### config.mk
export PLATFORM = sky130hd
export DESIGN_NAME = neuron_mac_pipe_flat
export DESIGN_NICKNAME = d
export VERILOG_FILES = /design/src/rtl/neuron_pkg.sv /design/src/rtl/neuron_mac_pipe_if.sv /design/src/rtl/neuron_post.sv /design/src/rtl/neuron_mac_pipe.sv /design/src/flat_wrapper.sv
export SDC_FILE = /design/constraint.sdc
export NUM_CORES = 1
export LEC_CHECK = 0
export ABC_AREA = 1
export BUFFER_PORTS_ARGS = -buffer_cell sky130_fd_sc_hd__buf_2
export CAP_MARGIN = 30
export CORE_ASPECT_RATIO = 1.2
export CORE_UTILIZATION = 58
export CTS_BUF_LIST = sky130_fd_sc_hd__clkbuf_4
export DETAILED_ROUTE_END_ITERATION = 12
export PLACE_DENSITY = 0.79
export SLEW_MARGIN = 5
export SYNTH_ARGS = -nofsm -noshare
export SYNTH_HDL_FRONTEND = slang
export SYNTH_SLANG_ARGS = --single-unit
### constraint.sdc
create_clock -name clk -period 1.9 [get_ports clk]
set_input_delay 0.19 -clock clk [delete_from_list [all_inputs] [get_ports clk]]
set_output_delay 0.19 -clock clk [all_outputs]
set_load 0.1 [all_outputs]
### src/rtl/neuron_pkg.sv
// Shared types and helpers for the pipelined MAC neuron and the layer blocks built on it.
package neuron_pkg;

    typedef enum logic [1:0] {
        IDLE  = 2'd0,
        FETCH = 2'd1,
        DRAIN = 2'd2,
        DONE  = 2'd3
    } state_t;

    localparam int unsigned ACT_RELU  = 0;
    localparam int unsigned ACT_IDENT = 1;

    // Beats needed to walk n pairs with `lanes` multipliers per beat
    function automatic int unsigned beats(input int unsigned n, input int unsigned lanes);
        return (n + lanes - 1) / lanes;
    endfunction

endpackage

### src/rtl/neuron_mac_pipe_if.sv
// Memory-side and result-side signals of one MAC neuron.
interface neuron_mac_pipe_if #(
    parameter int unsigned N     = 8,
    parameter int unsigned W     = 8,
    parameter int unsigned LANES = 1
);
    localparam int unsigned RLW = $clog2(N) + 1;

    logic                   start;
    logic [LANES*W-1:0]     weight;
    logic [LANES*W-1:0]     inp;
    logic [RLW-1:0]         readloc;
    logic                   busy;
    logic signed [W-1:0]    ans;
    logic                   ready;

    modport master (
        output start, weight, inp,
        input  readloc, busy, ans, ready
    );

    modport slave (
        input  start, weight, inp,
        output readloc, busy, ans, ready
    );

endinterface

### src/rtl/neuron_post.sv
// Accumulator post-processing: arithmetic shift, activation, saturation to W bits.
module neuron_post
    import neuron_pkg::*;
#(
    parameter int unsigned ACCW  = 24,
    parameter int unsigned W     = 8,
    parameter int unsigned SHIFT = 9,
    parameter int unsigned ACT   = ACT_RELU
) (
    input  logic signed [ACCW-1:0] acc,
    output logic signed [W-1:0]    ans_c
);

    localparam logic signed [ACCW-1:0] MAX_V = {{(ACCW-W+1){1'b0}}, {(W-1){1'b1}}};
    localparam logic signed [ACCW-1:0] MIN_V = {{(ACCW-W+1){1'b1}}, {(W-1){1'b0}}};

    logic signed [ACCW-1:0] sh_c;
    logic signed [ACCW-1:0] act_c;

    always_comb begin
        sh_c  = acc >>> SHIFT;
        act_c = sh_c;
        if (ACT == ACT_RELU && sh_c[ACCW-1]) begin
            act_c = '0;
        end
        if (act_c > MAX_V) begin
            ans_c = {1'b0, {(W-1){1'b1}}};
        end else if (act_c < MIN_V) begin
            ans_c = {1'b1, {(W-1){1'b0}}};
        end else begin
            ans_c = act_c[W-1:0];
        end
    end

endmodule

### src/rtl/neuron_mac_pipe.sv
// Pipelined multiply-accumulate neuron: LANES products per beat into a product register,
// accumulated over ceil(N/LANES) beats, then shifted, activated and saturated.
module neuron_mac_pipe
    import neuron_pkg::*;
#(
    parameter int unsigned N     = 8,
    parameter int unsigned W     = 8,
    parameter int unsigned LANES = 1,
    parameter int unsigned SHIFT = 9,
    parameter int unsigned ACT   = ACT_RELU
) (
    input  logic               clk,
    input  logic               rst,
    neuron_mac_pipe_if.slave   bus
);

    localparam int unsigned BEATS = beats(N, LANES);
    localparam int unsigned ACCW  = 2*W + $clog2(N) + 1;
    localparam int unsigned RLW   = $clog2(N) + 1;
    localparam int unsigned BW    = $clog2(BEATS + 1);
    localparam int unsigned PW    = 2*W;

    state_t                 state_q, state_d;
    logic [BW-1:0]          beat_q, beat_d;
    logic [RLW-1:0]         readloc_q, readloc_d;
    logic                   busy_q, busy_d;
    logic                   ready_q, ready_d;
    logic signed [W-1:0]    ans_q, ans_d;
    logic signed [ACCW-1:0] acc_q, acc_d;
    logic signed [ACCW-1:0] prod_q, prod_d;
    logic signed [ACCW-1:0] sum_c;
    logic signed [W-1:0]    post_c;

    logic signed [W-1:0]    w_l    [LANES];
    logic signed [W-1:0]    x_l    [LANES];
    logic signed [PW-1:0]   praw_l [LANES];
    logic signed [PW-1:0]   p_l    [LANES];

    // Lane k reads word readloc+k; words past the end of the vector contribute nothing
    for (genvar k = 0; k < LANES; k++) begin : g_lane
        localparam int unsigned K = k;
        assign w_l[k]    = bus.weight[k*W +: W];
        assign x_l[k]    = bus.inp[k*W +: W];
        assign praw_l[k] = w_l[k] * x_l[k];
        assign p_l[k]    = ((32'(readloc_q) + K) < N) ? praw_l[k] : '0;
    end

    always_comb begin
        sum_c = '0;
        for (int unsigned k = 0; k < LANES; k++) begin
            sum_c = sum_c + ACCW'(p_l[k]);
        end
    end

    neuron_post #(
        .ACCW  (ACCW),
        .W     (W),
        .SHIFT (SHIFT),
        .ACT   (ACT)
    ) u_post (
        .acc   (acc_q),
        .ans_c (post_c)
    );

    // Next-state and datapath control; DRAIN spends one cycle on the final add
    // and one on registering the post-processed result
    always_comb begin
        state_d   = state_q;
        beat_d    = beat_q;
        readloc_d = readloc_q;
        busy_d    = busy_q;
        ready_d   = ready_q;
        ans_d     = ans_q;
        acc_d     = acc_q;
        prod_d    = prod_q;
        unique case (state_q)
            IDLE, DONE: begin
                if (bus.start) begin
                    state_d   = FETCH;
                    beat_d    = '0;
                    readloc_d = '0;
                    acc_d     = '0;
                    prod_d    = '0;
                    busy_d    = 1'b1;
                    ready_d   = 1'b0;
                end
            end
            FETCH: begin
                prod_d = sum_c;
                acc_d  = acc_q + prod_q;
                if (beat_q == BW'(BEATS - 1)) begin
                    state_d   = DRAIN;
                    beat_d    = '0;
                    readloc_d = '0;
                end else begin
                    beat_d    = beat_q + 1'b1;
                    readloc_d = readloc_q + RLW'(LANES);
                end
            end
            DRAIN: begin
                if (beat_q == '0) begin
                    acc_d  = acc_q + prod_q;
                    prod_d = '0;
                    beat_d = BW'(1);
                end else begin
                    state_d = DONE;
                    beat_d  = '0;
                    busy_d  = 1'b0;
                    ready_d = 1'b1;
                    ans_d   = post_c;
                end
            end
            default: begin
                state_d = IDLE;
            end
        endcase
    end

    always_ff @(posedge clk or negedge rst) begin
        if (!rst) begin
            state_q   <= IDLE;
            beat_q    <= '0;
            readloc_q <= '0;
            busy_q    <= 1'b0;
            ready_q   <= 1'b0;
            ans_q     <= '0;
            acc_q     <= '0;
            prod_q    <= '0;
        end else begin
            state_q   <= state_d;
            beat_q    <= beat_d;
            readloc_q <= readloc_d;
            busy_q    <= busy_d;
            ready_q   <= ready_d;
            ans_q     <= ans_d;
            acc_q     <= acc_d;
            prod_q    <= prod_d;
        end
    end

    assign bus.readloc = readloc_q;
    assign bus.busy    = busy_q;
    assign bus.ready   = ready_q;
    assign bus.ans     = ans_q;

endmodule

### src/flat_wrapper.sv
// flat-port wrapper written by rule: the top's interface ports become plain ports
module neuron_mac_pipe_flat import neuron_pkg::*;
#(
    parameter int unsigned N     = 8,
    parameter int unsigned W     = 8,
    parameter int unsigned LANES = 1,
    parameter int unsigned SHIFT = 9,
    parameter int unsigned ACT   = ACT_RELU
)
  (clk, rst, bus_start, bus_weight, bus_inp, bus_readloc, bus_busy, bus_ans, bus_ready);
  neuron_mac_pipe_if #(.N(N), .W(W), .LANES(LANES)) bus_i ();
  input  logic clk;
  input  logic rst;
  input wire logic [$bits(bus_i.start)-1:0] bus_start;
  input wire logic [$bits(bus_i.weight)-1:0] bus_weight;
  input wire logic [$bits(bus_i.inp)-1:0] bus_inp;
  output wire logic [$bits(bus_i.readloc)-1:0] bus_readloc;
  output wire logic [$bits(bus_i.busy)-1:0] bus_busy;
  output wire logic [$bits(bus_i.ans)-1:0] bus_ans;
  output wire logic [$bits(bus_i.ready)-1:0] bus_ready;
  assign bus_i.start = bus_start;
  assign bus_i.weight = bus_weight;
  assign bus_i.inp = bus_inp;
  assign bus_readloc = bus_i.readloc;
  assign bus_busy = bus_i.busy;
  assign bus_ans = bus_i.ans;
  assign bus_ready = bus_i.ready;
  neuron_mac_pipe #(.N(N), .W(W), .LANES(LANES), .SHIFT(SHIFT), .ACT(ACT)) u_core (.clk(clk), .rst(rst), .bus(bus_i));
endmodule
Word level (Yosys, flattened, before mapping) --
Cells that the tools add are included.
Word-level totals: memories kept 0, memory bits (read-only) 0, bits in registers 60, RAM bits 0, bits in latches 0
Cells by class: reductions and logical operators 10, equality and inequality tests 8, shifts and indexed selects 0, divide/modulo/power cells 0, $mul 1, mux-type cells 25, bitwise gates (word level) 1, order comparisons 3, $add $sub $neg 3
Operators with widths (count):
- $pmux 20 s3 | 2
- $mux 20 | 3
- $add 20x20->20 | 1
- $gt 20x8->1 const B | 1
- $lt 20x8->1 const B | 1
- $mul 8x8->16 | 1
- $mux 16 | 1
- $mux 8 | 2
- $mux 4 | 3
- $pmux 4 s3 | 1
- $mux 10 | 1
- $add 4x1->4 const B | 2
- $pmux 4 s2 | 1
- $mux 2 | 3
- $pmux 2 s3 | 1
- $reduce_and 2->1 | 3
- $reduce_and 3->1 | 2
- $mux 1 | 5
- $eq 2x2->1 const B | 2
- $eq 4x3->1 const B | 1
- $logic_not 4->1 | 1
- $lt 4x4->1 const B | 1
- $ne 2x1->1 const B | 2
- $ne 2x2->1 const B | 2
- other kinds (6) | 8

Longest topological paths before layout --
Gate-level depths: netlist of run 1.
depth after elaboration 4, gate-level depth with buffers 23

Modules after synthesis --
From an unflattened synthesis of run 1, not the netlist that was laid out.
Unflattened totals: cells, all modules 911, area, all modules 6361.1 µm²
Modules (own cells, without submodules):
- neuron_mac_pipe | sequential area each 1401.3 µm², times used 1, area an instance 6269.8 µm², cells each 892
- neuron_post | sequential area each 0.0 µm², times used 1, area an instance 91.3 µm², cells each 19

Worst setup path before layout of run 1 --
Ideal clock, no wire load.
kind input to register, start in bus_weight[0], end reg u_core.prod_q[13], setup time 117 ps, cell stages on the path 19, path slack -2059 ps, arrival time 3842 ps, cells stage by stage clkbuf_1 -> or2_2 -> fa_1 -> fa_1 -> inv_1 -> fa_1 -> inv_1 -> fa_1 -> inv_1 -> ha_1 -> nand2_1 -> nor2_1 -> nand2_1 -> nand3_1 -> nand2_1 -> nand2_1 -> nand2_1 -> nand3_1 -> nand2_1
On the way: longest elaborated chain between the ends 3
Ends and longest elaborated chain:
- start, declared | RTL line flat_wrapper.sv:15 | input wire logic [$bits(bus_i.weight)-1:0] bus_weight;
- $mul 8x8->16 | RTL line neuron_mac_pipe.sv:44 | assign praw_l[k] = w_l[k] * x_l[k];
- $mux 16 | RTL line neuron_mac_pipe.sv:45 | assign p_l[k] = ((32'(readloc_q) + K) < N) ? praw_l[k] : '0;
- $pmux 20 s3 | RTL line neuron_mac_pipe.sv:76 | unique case (state_q)
- end signal, assigned | RTL line neuron_mac_pipe.sv:137 | prod_q <= prod_d;
- end, declared | RTL line neuron_mac_pipe.sv:30 | logic signed [ACCW-1:0] prod_q, prod_d;
No other way between the ends. A chain may end at the register's enable or synchronous reset.

Worst setup path after layout of run 1 --
start in bus_inp[7], end reg u_core.prod_q[9]
On the way: longest elaborated chain between the ends 3
Ends and longest elaborated chain:
- start, declared | RTL line flat_wrapper.sv:16 | input wire logic [$bits(bus_i.inp)-1:0] bus_inp;
- $mul 8x8->16 | RTL line neuron_mac_pipe.sv:44
- $mux 16 | RTL line neuron_mac_pipe.sv:45
- $pmux 20 s3 | RTL line neuron_mac_pipe.sv:76
No other way between the ends.

==> flow_summary.json, run 1 <==
{
  "maxSlewHeadroom_pct": 54.4,
  "failed_checks": "setup timing",
  "tritoncts": "yes",
  "p_comb_share_pct": 78.6,
  "gr-total-overflow": 0,
  "fin_cells": 1108,
  "setup-violations-final": 12,
  "dr.pass1.iters": 5,
  "max_freq_ghz": 0.294,
  "slew_violations": 0,
  "antenna_found_initial": 0,
  "grt_first_pass_wirelength_mm": 24.8,
  "rows": 41,
  "sw_frac_of_total_pct": 52.8,
  "dp_hpwl_mm": 11.4,
  "ys_ff_latch": 56,
  "grt_pass1_vias": 5809,
  "syn_inst": 895,
  "pin_count": 33,
  "h-tree-depth": 2,
  "cp_max_fo": 7,
  "p_per_area_nw_per_um2": 1500,
  "cts_root_buffer": "clkbuf_4",
  "syn2layout_area_growth_pct": 21.3,
  "clockBufferDepth": 2,
  "cp-start-kind": "input port",
  "finalCriticalPeriod_ps": 3400,
  "syn_avg_cell_area_um2": 7.06,
  "synth_top_area_share_pct": 22.2,
  "outcome": "finished, violations left",
  "io_buffers": 32,
  "seqPwrFrac_pct": 16.7,
  "synth_nets": 1024,
  "grt_start_max_net_pins": 57,
  "max_cap_violations": 0,
  "clkPwrFrac_pct": 4.7,
  "ys_types": 34,
  "hold_viol": 0,
  "ys_top_cells_by_area": "dfrtp_1 (22%), fa_1 (18%), nand2_1 (17%)",
  "grt_usage_pct": 26.8,
  "floorplan.initialDensity_pct": 59.8,
  "layout_setup_ws_ps": -1500,
  "final_cell_area_um2": 7660,
  "grt_setup_unrepaired": "true",
  "die_y_um": 116,
  "worstPathArrival_ps": 3690,
  "fin_worst_skew_ps": 12.2,
  "drtIter0Drc": 227,
  "post-route-util_pct": 72.5,
  "finalCritPeriodShare_pct": 179,
  "cts_buffers": 5,
  "synth_area_leader_cell": "dfrtp_1",
  "detail-route-antenna-nets": 0,
  "clkLatencyLatePin_ps": 390,
  "min_path_type": "in -> reg",
  "ys_seq_area_share_pct": 22.2,
  "clock-sinks": 56,
  "cellLeakagePower_uw": 0.00439,
  "gp_congestion": 0.918,
  "syn_area_um2": 6320,
  "cp-end-kind": "flop",
  "ir_drop_v": 0.000886,
  "vias": 5689,
  "coreArea_um2": 10600,
  "dieArea_um2": 11300,
  "clkTransAtPathRegs_ps": 160,
  "die_w_um": 97.3,
  "wire_per_inst_um": 13.3,
  "cp.required_ps": 2190,
  "drc_errors": 0,
  "path_class": "in -> reg",
  "numPlacedInstances": 1086,
  "placed_area_um2": 7130,
  "fin_nets": 1106,
  "viasPerCell": 5.13,
  "yosys_warnings": 0,
  "internal_power_uw": 5420,
  "p_switching_uw": 6060,
  "worstMarginPinSlew_ps": 685,
  "drive_gt1_share_pct": 22.8,
  "wl_mm": 14.7
}
-- cells in the mapped netlist (all sizes together) --
library cell,instances
buf,6
mux2i,1
o21ai,35
nand3b,7
nor2,61
a21oi,22
xor2,2
dfrtp,56
or3,1
nand4,7
o31ai,2
o221ai,1
fa,56
inv,207
o22ai,2
o21bai,2
or2,1
ha,54
a22o,6
clkbuf,16
nand2,296
a21o,2
nand3,43
nor3,3
o21a,1
xnor2,5
-- sequential cells by signal, summed over array words and instances, names as in the netlist --
name / cells
u_core.acc_q: 20
u_core.prod_q: 16
u_core.bus.ans: 8
u_core.beat_q: 4
u_core.bus.readloc: 4
u_core.state_q: 2
u_core.bus.busy: 1
u_core.bus.ready: 1
-- metrics by stage --
| step | total power, uW | setup WS [ps] | hold slack, ps | TNS [ps] |
|---|---|---|---|---|
| floorplan | 7980 | -1640 | -106 | -16150 |
| global placement | 9700 | -1830 | 363 | -19030 |
| detailed placement | 9950 | -1910 | 367 | -19880 |
| CTS | 11000 | -1380 | 129 | -13500 |
| global route | 12600 | -1650 | 139 | -16280 |
| finish | 11500 | -1500 | 133 | -14600 |
-- routing by layer --
metal / vias up / global-route usage [%] / wire (um)
met2: 127 / 53.1 / 7920
met5: - / 0 / 0
met4: 0 / 12.7 / 679
li1: 2853 / - / -
met1: 2658 / 29.1 / 5790
met3: 51 / 2.03 / 353
-- layout by cell type, fill, tap and decap left out, types with 2 or more instances in the layout --
master,Yosys,layout
a21oi_2,0,7
inv_2,2,28
nand2_2,1,20
ha_4,0,15
o21ai_0,27,19
a21oi_1,22,14
nand3_2,0,5
nand2_1,294,270
inv_1,203,174
nand3_1,43,37
buf_4,0,53
nor3_1,2,2
a22o_1,6,6
nand2_4,1,5
nor2_2,0,11
o31ai_1,2,2
nor2_1,59,45
xnor2_1,5,4
o21ai_1,8,15
ha_2,0,3
fa_2,0,6
dfrtp_1,56,55
buf_6,6,17
a21o_1,2,2
fa_1,56,50
inv_4,2,4
nand4_1,7,7
ha_1,54,36
buf_12,0,4
clkbuf_4,0,7
nor2_4,2,5
o22ai_1,2,2
buf_2,0,20
xor2_1,2,2
nand3b_1,7,7
-- worst max-delay path, stage by stage --
cell and delay, ps:
buf_8 80, clkinvlp_4 160, or2_4 300, fa_2 440, fa_1 480, inv_1 50
fa_1 490, inv_2 40, fa_1 480, inv_2 50, ha_4 310, buf_4 120
buf_6 90, nand4_1 140, a21oi_1 170, o21ai_1 80
-- power by group through the flow --
stage | sequential [uW] | combinational [uW] | clock, uW
6_report | 1910 | 9020 | 543
5_1_grt | 1960 | 10000 | 595
4_1_cts | 1900 | 8500 | 554
3_5_place_dp | 1930 | 8020 | 0
3_3_place_gp | 1920 | 7780 | 0
2_1_floorplan | 2620 | 5370 | 0
-- cell families after synthesis --
family          Yosys count  share of synthesized area [%]
compound gates           73                           6.52
xor+xnor                  7                          0.971
fa+ha+maj               110                           28.4
buf+inv                 229                           14.6
flops                    56                           22.2
mux                       1                          0.158
simple gates            419                           27.2
-- layout make-up --
cell class | count | area [um2]
Multi-Input combinational cell | 610 | 4440
Timing Repair Buffer | 97 | 802
Clock inverter | 2 | 13.8
Fill cell | 822 | 2910
Tap cell | 129 | 161
Clock buffer | 6 | 45.0
Inverter | 207 | 791
Sequential cell | 56 | 1400
Antenna cell | 1 | 2.50
-- repair_timing --
item	4_1_cts	5_1_grt
hold endpoints to repair	56	0
gates cloned	0	0
gates resized for setup	68	43
pin swaps	33	22
setup buffers	8	4
endpoints found under the setup margin	15	35
hold buffers	1	0
-- final timing paths --
path,from,end,slack [ps],cells after the start
min in group asynchronous,rst,u_core.acc_q[1],420,3
worst max register to register,u_core.acc_q[0],u_core.acc_q[10],70,11
worst min-delay path,bus_start,u_core.bus.readloc[1],130,4
max in group asynchronous,rst,u_core.prod_q[18],980,3
worst max-delay path,bus_inp[7],u_core.prod_q[9],-1500,16
worst min register to register,u_core.bus.ans[6],u_core.bus.ans[6],500,2
(Power assumes the default switching activity.)
==> inputs of run 2 (changes only) <==
--- a/config.mk
+++ b/config.mk
@@ -10,7 +10,9 @@
 export CAP_MARGIN = 30
+export CELL_PAD_IN_SITES_DETAIL_PLACEMENT = 0
+export CELL_PAD_IN_SITES_GLOBAL_PLACEMENT = 2
 export CORE_ASPECT_RATIO = 1.2
-export CORE_UTILIZATION = 58
-export CTS_BUF_LIST = sky130_fd_sc_hd__clkbuf_4
+export CORE_UTILIZATION = 33
+export CTS_BUF_LIST = sky130_fd_sc_hd__clkbuf_8 sky130_fd_sc_hd__clkbuf_16
 export DETAILED_ROUTE_END_ITERATION = 12
-export PLACE_DENSITY = 0.79
+export PLACE_DENSITY_LB_ADDON = 0.1
 export SLEW_MARGIN = 5
==> constraint.sdc (replaced) <==
create_clock -name clk -period 1.9 [get_ports clk]
set_input_delay 0.475 -clock clk [delete_from_list [all_inputs] [get_ports clk]]
set_output_delay 0.475 -clock clk [all_outputs]
set_load 0.1 [all_outputs]
==> run 2 against run 1 <==
  * Maximum frequency fell by 7.7%
  * Wire length rose by 8.7%
  * Register-to-register slack improved by 20 ps
  * Sequential power rose by 3%
  * Flip-flop and latch count did not move
  * Hold slack improved by 16 ps
  * The run still ends with setup timing left
  * Count of clock-buffer cells in the layout fell by 1
  * Total power rose by 8.3%
  * Clock skew fell by 3.1 ps
  * Non-clock buffer count rose by 16
  * Highest routed layer unchanged
  * Die area rose by 74%
  * First-iteration DRC count fell by 23%
==> flow_summary.json, run 2 (same netlist as run 1, synthesis figures left out) <==
{
  "outcome": "finished, violations left",
  "failed_checks": "setup timing",
  "io_buffers": 32,
  "layout_setup_ws_ps": -1780,
  "layout_common_cells": "nand2_1 (250), inv_1 (160), buf_4 (60)",
  "h-tree-depth": 2,
  "wl_mm": 16.0,
  "hold_viol": 0,
  "cp-end-kind": "flop",
  "max_cap_violations": 0,
  "detail-route-antenna-nets": 0,
  "place_ws_ps": -2210,
  "cp-start-kind": "input port",
  "dp_hpwl_mm": 13.4,
  "cp_max_fo": 5,
  "maxSlewHeadroom_pct": 67.0,
  "fin_nets": 1122,
  "numPlacedInstances": 1228,
  "tritoncts": "yes",
  "crit_buf_inv": 6,
  "pin_count": 33,
  "cp_slowest_cell": "fa_1",
  "grt_first_pass_wirelength_mm": 27.5,
  "regMostFlops": "u_core.acc_q",
  "finalCritPeriodShare_pct": 194,
  "worstPathArrival_ps": 3880,
  "clkTransAtPathRegs_ps": 80,
  "largest_reg_flops": 20,
  "clkLatencyLatePin_ps": 300,
  "worstMarginPinSlew_ps": 498,
  "rr_startpoint": "u_core.acc_q[0]",
  "fin_cells": 1250,
  "slew_violations": 0,
  "antenna_found_initial": 0,
  "clockBufferDepth": 2,
  "dieArea_um2": 19700,
  "cp.required_ps": 2100,
  "finalCriticalPeriod_ps": 3680,
  "drc_errors": 0,
  "max_freq_ghz": 0.272,
  "cellLeakagePower_uw": 0.00452,
  "die_y_um": 154,
  "cts_buffers": 5,
  "crit_path_cell_trace": "buf_8 > clkinvlp_4 > or2_4 > fa_2 > fa_1 > inv_1 > fa_1 > inv_1 > fa_1 > inv_2 > ha_4 > buf_6 > nand3_2 > nand3_2 > nand4_1 > nand2_1 > nand2_1 > nand2_1 > o21ai_1",
  "layout_commonest_cell": "nand2_1",
  "grt_pass1_vias": 5890,
  "cp-startpoint": "bus_inp[7]",
  "path_class": "in -> reg",
  "fin_worst_skew_ps": 9.03,
  "grt_setup_unrepaired": "true",
  "gr-total-overflow": 0,
  "cts_root_buffer": "clkbuf_16",
  "floorplan.initialDensity_pct": 33.6,
  "viasPerCell": 4.49,
  "ir_drop_v": 0.000634,
  "drive_gt1_share_pct": 30.7,
  "n_antenna_cell": 0,
  "setup-violations-final": 13,
  "min_path_type": "in -> async",
  "ctsHoldBuffers": 0,
  "grt_usage_pct": 17.5,
  "rows": 55,
  "gp_congestion": 0.841,
  "die_w_um": 128,
  "wire_per_inst_um": 12.8,
  "cp_top_family": "adder cells",
  "grt_start_max_net_pins": 57,
  "max_stage_delay_ps": 510,
  "clock-sinks": 56,
  "dr.pass1.iters": 4,
  "syn2layout_area_growth_pct": 33.3,
  "coreArea_um2": 18800,
  "drtIter0Drc": 175,
  "p_per_area_nw_per_um2": 1480,
  "vias": 5612
}
run 2: worst reg2reg max path, cell delays in order, from the launching register on:
cell,delay [ps]
dfrtp_1,390
ha_2,220
fa_2,380
nand3_2,100
nand3_4,90
nand2_1,70
nand2_1,110
buf_4,160
o21ai_1,110
nand2_1,70
run 2: area by class of cell:
class	instances	area, um2
well taps	256	320
repair buffers	113	995
fillers	1962	10400
inverters	207	791
clock buffers	5	125
multi-input cells	610	4760
clock inverters	3	21.3
flip-flops and latches	56	1400
run 2: per-layer routing:
layer  GRT usage [%]  share of wire (%)
met5               0                  0
met4            5.04                2.5
met1            19.6                 42
met3            1.15                1.1
met2            34.5                 54
run 2: path summary, 6_finish.rpt:
check | slack (ps) | to | depth (start not counted)
setup / recovery | -1780 | u_core.prod_q[12] | 19
hold / removal | 150 | u_core.acc_q[3] | 2
setup reg to reg | 90 | u_core.acc_q[8] | 9
hold reg to reg | 470 | u_core.bus.ans[1] | 2
max in group asynchronous | 1460 | u_core.prod_q[18] | 2
min in group clk | 470 | u_core.bus.ans[1] | 2
run 2: metrics by stage:
stage | cell area (um2) | hold slack, ps | setup TNS (ps) | utilization [%] | power [uW]
after floorplan | 6720 | 179 | -19850 | - | 7990
after global placement | 7420 | 463 | -23640 | 39.5 | 10300
after detailed placement | 7420 | 460 | -23940 | 39.5 | 10400
after CTS | 7870 | 180 | -18530 | 41.9 | 11800
after global routing | 8420 | 176 | -20320 | 44.8 | 13700
final | 8420 | 150 | -18670 | 44.8 | 12400
run 2: where the power goes:
part / switching (uW) / internal (uW)
logic: 5540 / 3980
clock network: 454 / 492
registers: 340 / 1620
total: 6340 / 6090
run 2: timing repair:
item / in CTS / in global routing
pin swaps: 18 / 76
setup endpoints to repair: 19 / 29
resized for setup: 71 / 135
cloned: 0 / 0
setup buffers: 4 / 11
==> inputs of run 3 (changes only) <==
Settings changed: CORE_UTILIZATION 33 to 39, GPL_ROUTABILITY_DRIVEN from default to 1, SETUP_SLACK_MARGIN from default to 0.15.
Clock period 1.9 ns to 4.5 ns, I/O delays scaled along.
==> run 3 against run 2 <==
  * The run now ends clean
  * Non-clock buffer count shrank 29
  * Utilization grew 2.8 points
  * Design area shrank 11%
  * Register-to-register slack gained 2000 ps
  * Clock skew grew 0.79 ps
  * Clock power shrank 57%
  * Sequential power shrank 59%
  * Sequential share of layout area grew 2.1 points
  * First-iteration DRC count is the same
  * Flip-flop and latch count is the same
==> flow_summary.json, run 3 (same netlist as run 1, synthesis figures left out) <==
{
  "cp.required_ps": 4690,
  "reg2reg_depth": 9,
  "drc_errors": 0,
  "n_antenna_cell": 0,
  "cts_root_buffer": "clkbuf_16",
  "antenna_found_initial": 0,
  "worstMarginPinSlew_ps": 595,
  "cts_buffers": 5,
  "rows": 50,
  "worstPathArrival_ps": 4510,
  "gp_congestion": 0.881,
  "clock-sinks": 56,
  "layout_commonest_cell": "nand2_1",
  "pin_count": 33,
  "coreArea_um2": 15700,
  "grt_start_max_net_pins": 40,
  "viasPerCell": 4.66,
  "worstHoldPathCells": 2,
  "fin_worst_skew_ps": 9.81,
  "grt_pass1_vias": 5616,
  "io_buffers": 32,
  "tritoncts": "yes",
  "h-tree-depth": 2,
  "drive_gt1_share_pct": 16.7,
  "cellLeakagePower_uw": 0.00434,
  "detail-route-antenna-nets": 0,
  "wl_mm": 14.9,
  "cp_max_fo": 6,
  "cp-start-kind": "input port",
  "place_ws_ps": -269,
  "die_y_um": 141,
  "crit_path_cell_trace": "buf_8 > clkinvlp_4 > buf_4 > nor2_2 > fa_1 > fa_2 > fa_1 > inv_1 > fa_1 > inv_2 > ha_4 > inv_1 > o21bai_2 > a21oi_1 > nand2_1 > nand2_1 > nand2_1 > o21ai_1",
  "min_path_type": "reg -> reg",
  "wire_per_inst_um": 12.7,
  "gr-total-overflow": 0,
  "max_freq_ghz": 0.231,
  "ir_drop_v": 0.000234,
  "grt_first_pass_wirelength_mm": 25.9,
  "cp_slowest_cell": "fa_1",
  "layout_common_cells": "nand2_1 (281), inv_1 (190), dfrtp_1 (56)",
  "dieArea_um2": 16700,
  "post-route-util_pct": 47.6,
  "clkTransAtPathRegs_ps": 80,
  "outcome": "complete, no violations",
  "die_w_um": 118,
  "vias": 5461,
  "regMostFlops": "u_core.acc_q",
  "finalCriticalPeriod_ps": 4320,
  "max_stage_delay_ps": 550,
  "setup-violations-final": 0,
  "dr.pass1.iters": 4,
  "layout_setup_ws_ps": 175,
  "slew_violations": 0,
  "max_cap_violations": 0,
  "dp_hpwl_mm": 12.6,
  "ctsHoldBuffers": 0,
  "floorplan.initialDensity_pct": 40.2,
  "path_class": "in -> reg",
  "drtIter0Drc": 175,
  "cp-end-kind": "flop",
  "maxSlewHeadroom_pct": 60.2,
  "clkLatencyLatePin_ps": 300,
  "grt_usage_pct": 19.1,
  "p_per_area_nw_per_um2": 628,
  "hold_viol": 0,
  "fin_nets": 1093,
  "largest_reg_flops": 20,
  "finalCritPeriodShare_pct": 96.1,
  "syn2layout_area_growth_pct": 18.3,
  "clockBufferDepth": 2,
  "grt_setup_unrepaired": "true"
}
-- run 3: changes by cell type in the layout (fill, tap and decap cells not counted), sizes merged --
cell and delta:
clkinvlp +1, buf -30, clkbuf +1, clkinv -1
-- run 3: stage by stage --
stage / cell area (um2) / std cells / hold slack (ps) / setup TNS (ps) / power [uW]
2_1_floorplan: 6640 / 895 / 453 / 0 / 3340
3_3_place_gp: 7110 / 1156 / 462 / -1140 / 4130
3_5_place_dp: 7110 / 1156 / 466 / -1470 / 4170
4_1_cts: 7310 / 1166 / 487 / 0 / 4660
5_1_grt: 7470 / 1173 / 511 / 0 / 5190
6_report: 7470 / 1173 / 484 / 0 / 4690
-- run 3: timing repair --
item | CTS | global route
hold endpoints to repair | 0 | 0
pin swaps | 9 | 24
setup endpoints to repair | 4 | 9
setup buffers | 2 | 6
resized for setup | 10 | 38
-- run 3: final cells by class --
type                       instances  area, um2
clock buffer                       5        125
clock inverter                     3       26.3
fill                            1658       8230
inverter                         207        791
multi-input combinational        610       4260
sequential                        56       1400
tap                              208        260
timing repair buffer              84        606
-- run 3: path summary, 6_finish.rpt --
kind                                         from                 to  slack (ps)
worst max register to register  u_core.state_q[0]   u_core.prod_q[3]        2050
min in group asynchronous                     rst    u_core.acc_q[1]         610
max in group asynchronous                     rst  u_core.prod_q[18]        3180
worst max-delay path                   bus_inp[7]  u_core.prod_q[12]         180
worst min-delay path            u_core.bus.ans[4]  u_core.bus.ans[4]         480
worst min register to register  u_core.bus.ans[4]  u_core.bus.ans[4]         480
-- run 3: worst max-delay path: cells and delay by family --
family	cells	cell delay, ps
buffers and inverters	6	510
adders and majority gates	5	2280
and+or+nand+nor	4	220
AOI/OAI and AO/OA	3	350
-- run 3: report_power, final --
group          switching, uW  leakage, uW  internal (uW)
Sequential               129     0.000739            681
Clock                    196    0.0000680            211
Combinational           2140      0.00354           1340
Total                   2460      0.00434           2230
-- run 3: routing by layer --
layer	track usage, %	part of all wire (%)
met1	21.8	43
met2	37.5	54
met3	1.05	1.0
met4	6.48	2.2
met5	0	0
